**src/rtl/regfile_op_sequencer.sv**
```systemverilog
`timescale 1ns/1ps
// Four-phase (IDLE/READ/EXEC/WRITE) ALU sequencer driving a 4x16 dual-read/dual-write register file.
// Optional SWAP instruction on opcode 111 is enabled by defining SWAP_EN; otherwise 111 is a NOP.
module regfile_op_sequencer #(
  parameter int DATA_W = 16,
  parameter int ADDR_W = 2
) (
  input  logic              CLK,
  input  logic              RST,
  input  logic              INS_VALID,
  output logic              INS_READY,
  input  logic [2:0]        INS_OP,
  input  logic [ADDR_W-1:0] INS_RD,
  input  logic [ADDR_W-1:0] INS_RS,
  input  logic [ADDR_W-1:0] INS_RT,
  output logic [ADDR_W-1:0] RAA,
  output logic              REA,
  input  logic [DATA_W-1:0] RDA,
  output logic [ADDR_W-1:0] RAB,
  output logic              REB,
  input  logic [DATA_W-1:0] RDB,
  output logic [ADDR_W-1:0] WA1,
  output logic [DATA_W-1:0] WD1,
  output logic              WE1,
  output logic [ADDR_W-1:0] WA2,
  output logic [DATA_W-1:0] WD2,
  output logic              WE2,
  output logic              DONE,
  output logic [DATA_W-1:0] RESULT,
  output logic              ZERO,
  output logic              CARRY,
  output logic [1:0]        dbg_state
);

  // Instruction handshake: an instruction transfers on a rising CLK edge where
  // INS_VALID and INS_READY are both high; the source holds its fields until then.

  localparam logic [2:0] OP_ADD = 3'b000;
  localparam logic [2:0] OP_SUB = 3'b001;
  localparam logic [2:0] OP_AND = 3'b010;
  localparam logic [2:0] OP_OR  = 3'b011;
  localparam logic [2:0] OP_XOR = 3'b100;
  localparam logic [2:0] OP_MOV = 3'b101;
  localparam logic [2:0] OP_SHL = 3'b110;

  typedef enum logic [1:0] {
    IDLE  = 2'd0,
    READ  = 2'd1,
    EXEC  = 2'd2,
    WRITE = 2'd3
  } state_t;

  state_t              state;
  logic [2:0]          op_q;
  logic [ADDR_W-1:0]   rd_q;
  logic [DATA_W-1:0]   op_a;
  logic [DATA_W-1:0]   op_b;
  logic [DATA_W-1:0]   res_q;
  logic                carry_q;

  logic [DATA_W-1:0]   alu_res;
  logic                alu_carry;
  logic                alu_wr;
  logic [DATA_W:0]     alu_sum;

  assign dbg_state = state;

  always_comb begin
    alu_res   = '0;
    alu_carry = 1'b0;
    alu_wr    = 1'b1;
    alu_sum   = '0;
    case (op_q)
      OP_ADD: begin
        alu_sum   = {1'b0, op_a} + {1'b0, op_b};
        alu_res   = alu_sum[DATA_W-1:0];
        alu_carry = alu_sum[DATA_W];
      end
      OP_SUB: begin
        alu_res   = op_a - op_b;
        alu_carry = (op_a < op_b);
      end
      OP_AND: alu_res = op_a & op_b;
      OP_OR:  alu_res = op_a | op_b;
      OP_XOR: alu_res = op_a ^ op_b;
      OP_MOV: alu_res = op_a;
      OP_SHL: begin
        alu_res   = {op_a[DATA_W-2:0], 1'b0};
        alu_carry = op_a[DATA_W-1];
      end
      default: begin
`ifdef SWAP_EN
        alu_res = op_b;
`else
        alu_res = op_a;
        alu_wr  = 1'b0;
`endif
      end
    endcase
  end

  // RAA/RAB stay at the accepted RS/RT after READ, so they double as the latched source fields.
  always_ff @(posedge CLK or posedge RST) begin
    if (RST) begin
      state     <= IDLE;
      INS_READY <= 1'b0;
      op_q      <= '0;
      rd_q      <= '0;
      op_a      <= '0;
      op_b      <= '0;
      res_q     <= '0;
      carry_q   <= 1'b0;
      RAA       <= '0;
      REA       <= 1'b0;
      RAB       <= '0;
      REB       <= 1'b0;
      WA1       <= '0;
      WD1       <= '0;
      WE1       <= 1'b0;
      DONE      <= 1'b0;
      RESULT    <= '0;
      ZERO      <= 1'b0;
      CARRY     <= 1'b0;
`ifdef SWAP_EN
      WA2       <= '0;
      WD2       <= '0;
      WE2       <= 1'b0;
`endif
    end else begin
      case (state)
        IDLE: begin
          if (INS_VALID && INS_READY) begin
            op_q      <= INS_OP;
            rd_q      <= INS_RD;
            RAA       <= INS_RS;
            RAB       <= INS_RT;
            REA       <= 1'b1;
            REB       <= 1'b1;
            INS_READY <= 1'b0;
            state     <= READ;
          end else begin
            INS_READY <= 1'b1;
          end
        end
        READ: begin
          op_a  <= RDA;
          op_b  <= RDB;
          REA   <= 1'b0;
          REB   <= 1'b0;
          state <= EXEC;
        end
        EXEC: begin
          res_q   <= alu_res;
          carry_q <= alu_carry;
          DONE    <= 1'b1;
          WE1     <= alu_wr;
          if (alu_wr) begin
            WA1 <= rd_q;
            WD1 <= alu_res;
          end
`ifdef SWAP_EN
          if (op_q == 3'b111) begin
            WA1 <= RAA;
            WA2 <= RAB;
            WD2 <= op_a;
            WE2 <= (RAA != RAB);
          end
`endif
          state <= WRITE;
        end
        WRITE: begin
          WE1       <= 1'b0;
          WA1       <= '0;
          WD1       <= '0;
          DONE      <= 1'b0;
          RESULT    <= res_q;
          ZERO      <= (res_q == '0);
          CARRY     <= carry_q;
          INS_READY <= 1'b1;
`ifdef SWAP_EN
          WE2       <= 1'b0;
          WA2       <= '0;
          WD2       <= '0;
`endif
          state     <= IDLE;
        end
        default: state <= IDLE;
      endcase
    end
  end

`ifndef SWAP_EN
  assign WA2 = '0;
  assign WD2 = '0;
  assign WE2 = 1'b0;
`endif

endmodule

```
**config.mk**
```make
export PLATFORM = sky130hd
export DESIGN_NAME = regfile_op_sequencer
export DESIGN_NICKNAME = d
export VERILOG_FILES = /design/src/rtl/regfile_op_sequencer.sv
export SDC_FILE = /design/constraint.sdc
export NUM_CORES = 1
export LEC_CHECK = 0
export ABC_AREA = 0
export CORE_MARGIN = 3
export CORE_UTILIZATION = 50
export CTS_BUF_LIST = sky130_fd_sc_hd__clkbuf_4 sky130_fd_sc_hd__clkbuf_8
export DETAILED_ROUTE_END_ITERATION = 12
export PLACE_DENSITY = 0.83
export SETUP_SLACK_MARGIN = 0.02
export SYNTH_ARGS = -nofsm -noshare
export SYNTH_HDL_FRONTEND = slang
export SYNTH_SLANG_ARGS = --single-unit
```
**constraint.sdc**
```tcl
create_clock -name CLK -period 9.25 [get_ports CLK]
set_clock_uncertainty 0.1 [all_clocks]
set_input_delay 1.3875 -clock CLK [delete_from_list [all_inputs] [get_ports CLK]]
set_output_delay 1.3875 -clock CLK [all_outputs]
set_load 0.1 [all_outputs]
```
; Word level (Yosys, flattened, before mapping)
; Index checks and enable logic that the tools add are counted.
; Widths: inputs -> output; s select.
[word_totals]
regBits = 100
in_bits = 44
out_inout_bits = 66
wordCells = 61
[op_classes]
n_addsub = 2
order_cmp = 1
n_eq_ne = 11
mux = 15
bitwise = 3
reduce_logical = 11
[op_table]
columns = op, n
row1 = $pmux 16 s6, 1
row2 = $pmux 16 s2, 1
row3 = $add 16x16->17, 1
row4 = $and 16x16->16, 1
row5 = $logic_not 16->1, 1
row6 = $lt 16x16->1, 1
row7 = $mux 16, 1
row8 = $or 16x16->16, 1
row9 = $sub 16x16->16, 1
row10 = $xor 16x16->16, 1
row11 = $eq 3x3->1 const B, 3
row12 = $pmux 1 s2, 4
row13 = $pmux 2 s4, 1
row14 = $reduce_or 7->1, 1
row15 = $eq 3x2->1 const B, 2
row16 = $reduce_and 2->1, 3
row17 = $reduce_bool 2->1, 3
row18 = $eq 2x2->1 const B, 2
row19 = $mux 2, 2
row20 = $ne 2x2->1 const B, 2
row21 = $pmux 2 s2, 1
row22 = $eq 3x1->1 const B, 1
row23 = $logic_not 3->1, 1
row24 = $mux 1, 3
row25 = other kinds (4), 4

; Logic depth before layout (Yosys ltp)
[logic_depth]
word_depth = 5
depth_mapped = 10
mapped_depth_nobuf = 10

; Worst setup path before layout
; OpenSTA, ideal clock, no wires.
[synth_timing]
kind = reg-to-output
startpoint = register REB
endpoint = output port REB
t_arrival_ns = 1.340
t_required_ns = 7.763
path_slack_ns = 6.423
stages_incl_launch_ff = 2
path_cell_list = dfrtp_1 -> buf_4
[synth_lines]
columns = item, line
row1 = from (decl), 20  ; output logic REB,
row2 = from (signal assigned), 116  ; REB <= 1'b0;
row3 = from (signal assigned), 138  ; REB <= 1'b1;
row4 = from (signal assigned), 149  ; REB <= 1'b0;
; No word-level cell between the ends.

; Worst setup path after layout
[layout_timing]
startpoint = register state[1], in the netlist dbg_state[1]
endpoint = output port dbg_state[1]
[layout_lines]
columns = item, line
row1 = from (decl), 53  ; state_t state;
row2 = from (signal assigned), 105  ; state <= IDLE;
row3 = from (signal assigned), 140  ; state <= READ;
row4 = from (signal assigned), 150  ; state <= EXEC;
row5 = to (decl), 32  ; output logic [1:0] dbg_state
; No word-level cell between the ends.

==> flow_summary.json <==
{
  "route.detailed.wl_per_inst_um": 18.30,
  "slew_violations": 0,
  "rrSetupSlack_ns": 6.16,
  "drt-initial-drc-count": 899,
  "synth_cell_type_count": 77,
  "cp.arrival_ns": 1.99,
  "cp_top_family": "buffers and inverters",
  "drive_above_1_share_pct": 8.402,
  "synth_area_leaders": "dfrtp_1, ha_1, o21ai_0",
  "finalNetCount": 943,
  "grt_antenna_before_repair": 0,
  "root_buffer": "clkbuf_8",
  "fin_crit_sh_pct": 37.61,
  "antenna_left": 0,
  "grt-ovfl-total": 0,
  "gp_congestion": 0.9822,
  "first_global_vias": 5664,
  "cp_cell_sequence": "clkdlybuf4s50_1",
  "cts.sinks": 100,
  "netlist_area_sq_um": 6932,
  "final_hold_viol_count": 0,
  "grt_max_degree": 67,
  "die_area_sq_um": 15310,
  "synth_edf_count": 0,
  "drt-total-wl_um": 18680,
  "area_delta_synth_final_pct": 15.27,
  "clk_pin_slew_ns": 0.10,
  "hold_start": "WD1[8]",
  "htree_num_levels": 3,
  "cp_slowest_stage_delay_ns": 1.17,
  "period_minus_slack_ns": 3.478,
  "stdcell_count": 1021,
  "coreArea_sq_um": 13400,
  "io_pins": 110,
  "cts_tree": "built",
  "fp-row-count": 42,
  "dp.cells": 1006,
  "rsz0062_at_grt": "false",
  "max_freq_mhz": 287.5,
  "rr_startpoint": "op_a[4]",
  "first_pass_iters": 8,
  "tightest_slew_ns": 1.029,
  "start_kind": "register",
  "ys_seq_elements": 100,
  "num_vias": 6199,
  "post_cts.repair.setup_buffers": 0,
  "syn_area_per_cell_sq_um": 8.898,
  "synth.largest_area_cell": "dfrtp_1",
  "track_usage_pct": 24.63,
  "seq_area_sq_um": 2502,
  "rr_endpoint": "res_q[10]",
  "synth_ff_type": "dfrtp_1",
  "viasPerCell": 6.071,
  "dpl.hpwl_um": 13440,
  "finalSetupViolCount": 0,
  "worstPathRequired_ns": 7.76,
  "slew_headroom_pct": 31.38,
  "cap_viol_max_count": 0,
  "grt_pass1_wl_um": 29630,
  "whs_path_depth": 2,
  "cts_resized": 0,
  "worstSetupPathType": "register to output port",
  "start_util_pct": 51.73,
  "min_to": "WD1[8]",
  "seq_area_frac_synth_pct": 36.10,
  "synth_top_area_share_pct": 36.10,
  "worstPathMaxFanout": 4,
  "numCtsBuffers": 9,
  "slowest_stage": "clkdlybuf4s50_1",
  "worstHoldPathType": "register to register",
  "multi_input_area_sq_um": 3910,
  "hold_buffers": 0,
  "die_h_um": 123.7,
  "async_reset_ff_share_pct": 100.0,
  "setup_tns_ns": 0,
  "antenna-diode-count": 0,
  "cts_buffer_depth": 2,
  "end_kind": "output port",
  "fillerInstances": 1217,
  "critical_path_buf_inv_count": 1,
  "io_buffers": 90,
  "syn_inst": 779,
  "yosysWarnings": 0,
  "clock_latency_ns": 0.38,
  "status": "finished, final reports clean",
  "ff2ff_path_depth": 9,
  "die_w_um": 123.7,
  "drc": 0
}
-- placed cells by master (no fill, tap or decap), drive strengths merged, types with 6 or more instances in the layout --
| master | count |
|---|---|
| nor3 | 17 |
| a22oi | 10 |
| nor2b | 6 |
| inv | 60 |
| mux2i | 15 |
| clkbuf | 10 |
| o211ai | 7 |
| clkdlybuf4s50 | 90 |
| o31ai | 6 |
| a21oi | 54 |
| a22o | 7 |
| a21o | 10 |
| o22ai | 6 |
| buf | 8 |
| o21ai | 91 |
| ha | 56 |
| nand3 | 10 |
| nor2 | 38 |
| dfrtp | 100 |
| nand2 | 72 |
| mux2 | 28 |
| a31oi | 11 |
| a311oi | 6 |
| nor4 | 7 |
| conb | 19 |
| nand4 | 10 |
-- worst min-delay path, stage by stage (launching register included) --
cell and delay [ns]:
dfrtp_1 0.35, nand2_1 0.05, o21ai_0 0.06
-- cells by family (layout without fill, tap and decap cells) --
family	count (synthesis)	count (layout)	share of synthesized area, %
and+or+nand+nor	195	195	13.72
adders and majority gates	58	58	10.69
AOI/OAI and AO/OA	256	256	23.97
other	1	19	0.05410
buffers and inverters	124	172	8.502
xor gates and xnor gates	2	2	0.2528
muxes	43	43	6.715
DFF	100	100	36.10
-- synth_stat cells (all sizes together) (5+ instances only) --
library cell  instances
a21o                 10
a21oi                54
a221oi                5
a22o                  7
a22oi                10
a311oi                6
a31oi                11
and3                  5
buf                  32
clkbuf               33
dfrtp               100
ha                   56
inv                  58
mux2                 28
mux2i                15
nand2                72
nand3                10
nand4                10
nor2                 38
nor2b                 6
nor3                 17
nor4                  7
o211ai                7
o21a                  5
o21ai                91
o221ai                5
o22ai                 6
o31ai                 6
or2                   5
-- through the flow --
stage	utilization [%]	area, sq um	setup WS (ns)	hold WS [ns]
after global placement	58.34	7818	6.175	0.3650
after floorplan	-	6999	5.144	0.3606
after global routing	59.63	7990	5.722	0.4228
after CTS	59.63	7990	5.770	0.3940
final	59.63	7990	5.772	0.3926
after detailed placement	58.34	7818	6.157	0.3729
-- registers in the layout, indices dropped and copies added, names as in the netlist, 3 cells and up --
name,count
op_q,3
res_q,16
op_a,16
op_b,16
RESULT,16
WD1,16
-- worst max-delay path by stage --
stage            startpoint            to  slack [ns]  cells after the start
2_1_floorplan           RST         CARRY        5.14                      1
4_1_cts        dbg_state[1]  dbg_state[1]        5.77                      1
6_report       dbg_state[1]  dbg_state[1]        5.77                      1
3_3_place_gp            RST        WD1[0]        6.18                      3
3_5_place_dp            RST      op_b[12]        6.16                      3
5_1_grt        dbg_state[1]  dbg_state[1]        5.72                      1
-- cell type report --
cell class,count,area share [%]
clock buffer,10,1.723
clock inverter,5,0.4385
inverter,59,2.803
multi-input combinational,573,48.94
sequential,100,31.32
tap,176,2.756
timing repair buffer,98,12.03
-- layer usage --
layer	GRT usage, %	part of all wire, %	vias to the layer above
met4	8.374	2.3	0
met3	5.813	11	39
met5	0	0	-
li1	-	-	2874
met1	35.75	43	2898
met2	36.06	44	388
Power is left out: the tool's default activity adds up to more than one toggle a clock period on the data nets, which glitch-free logic cannot reach.
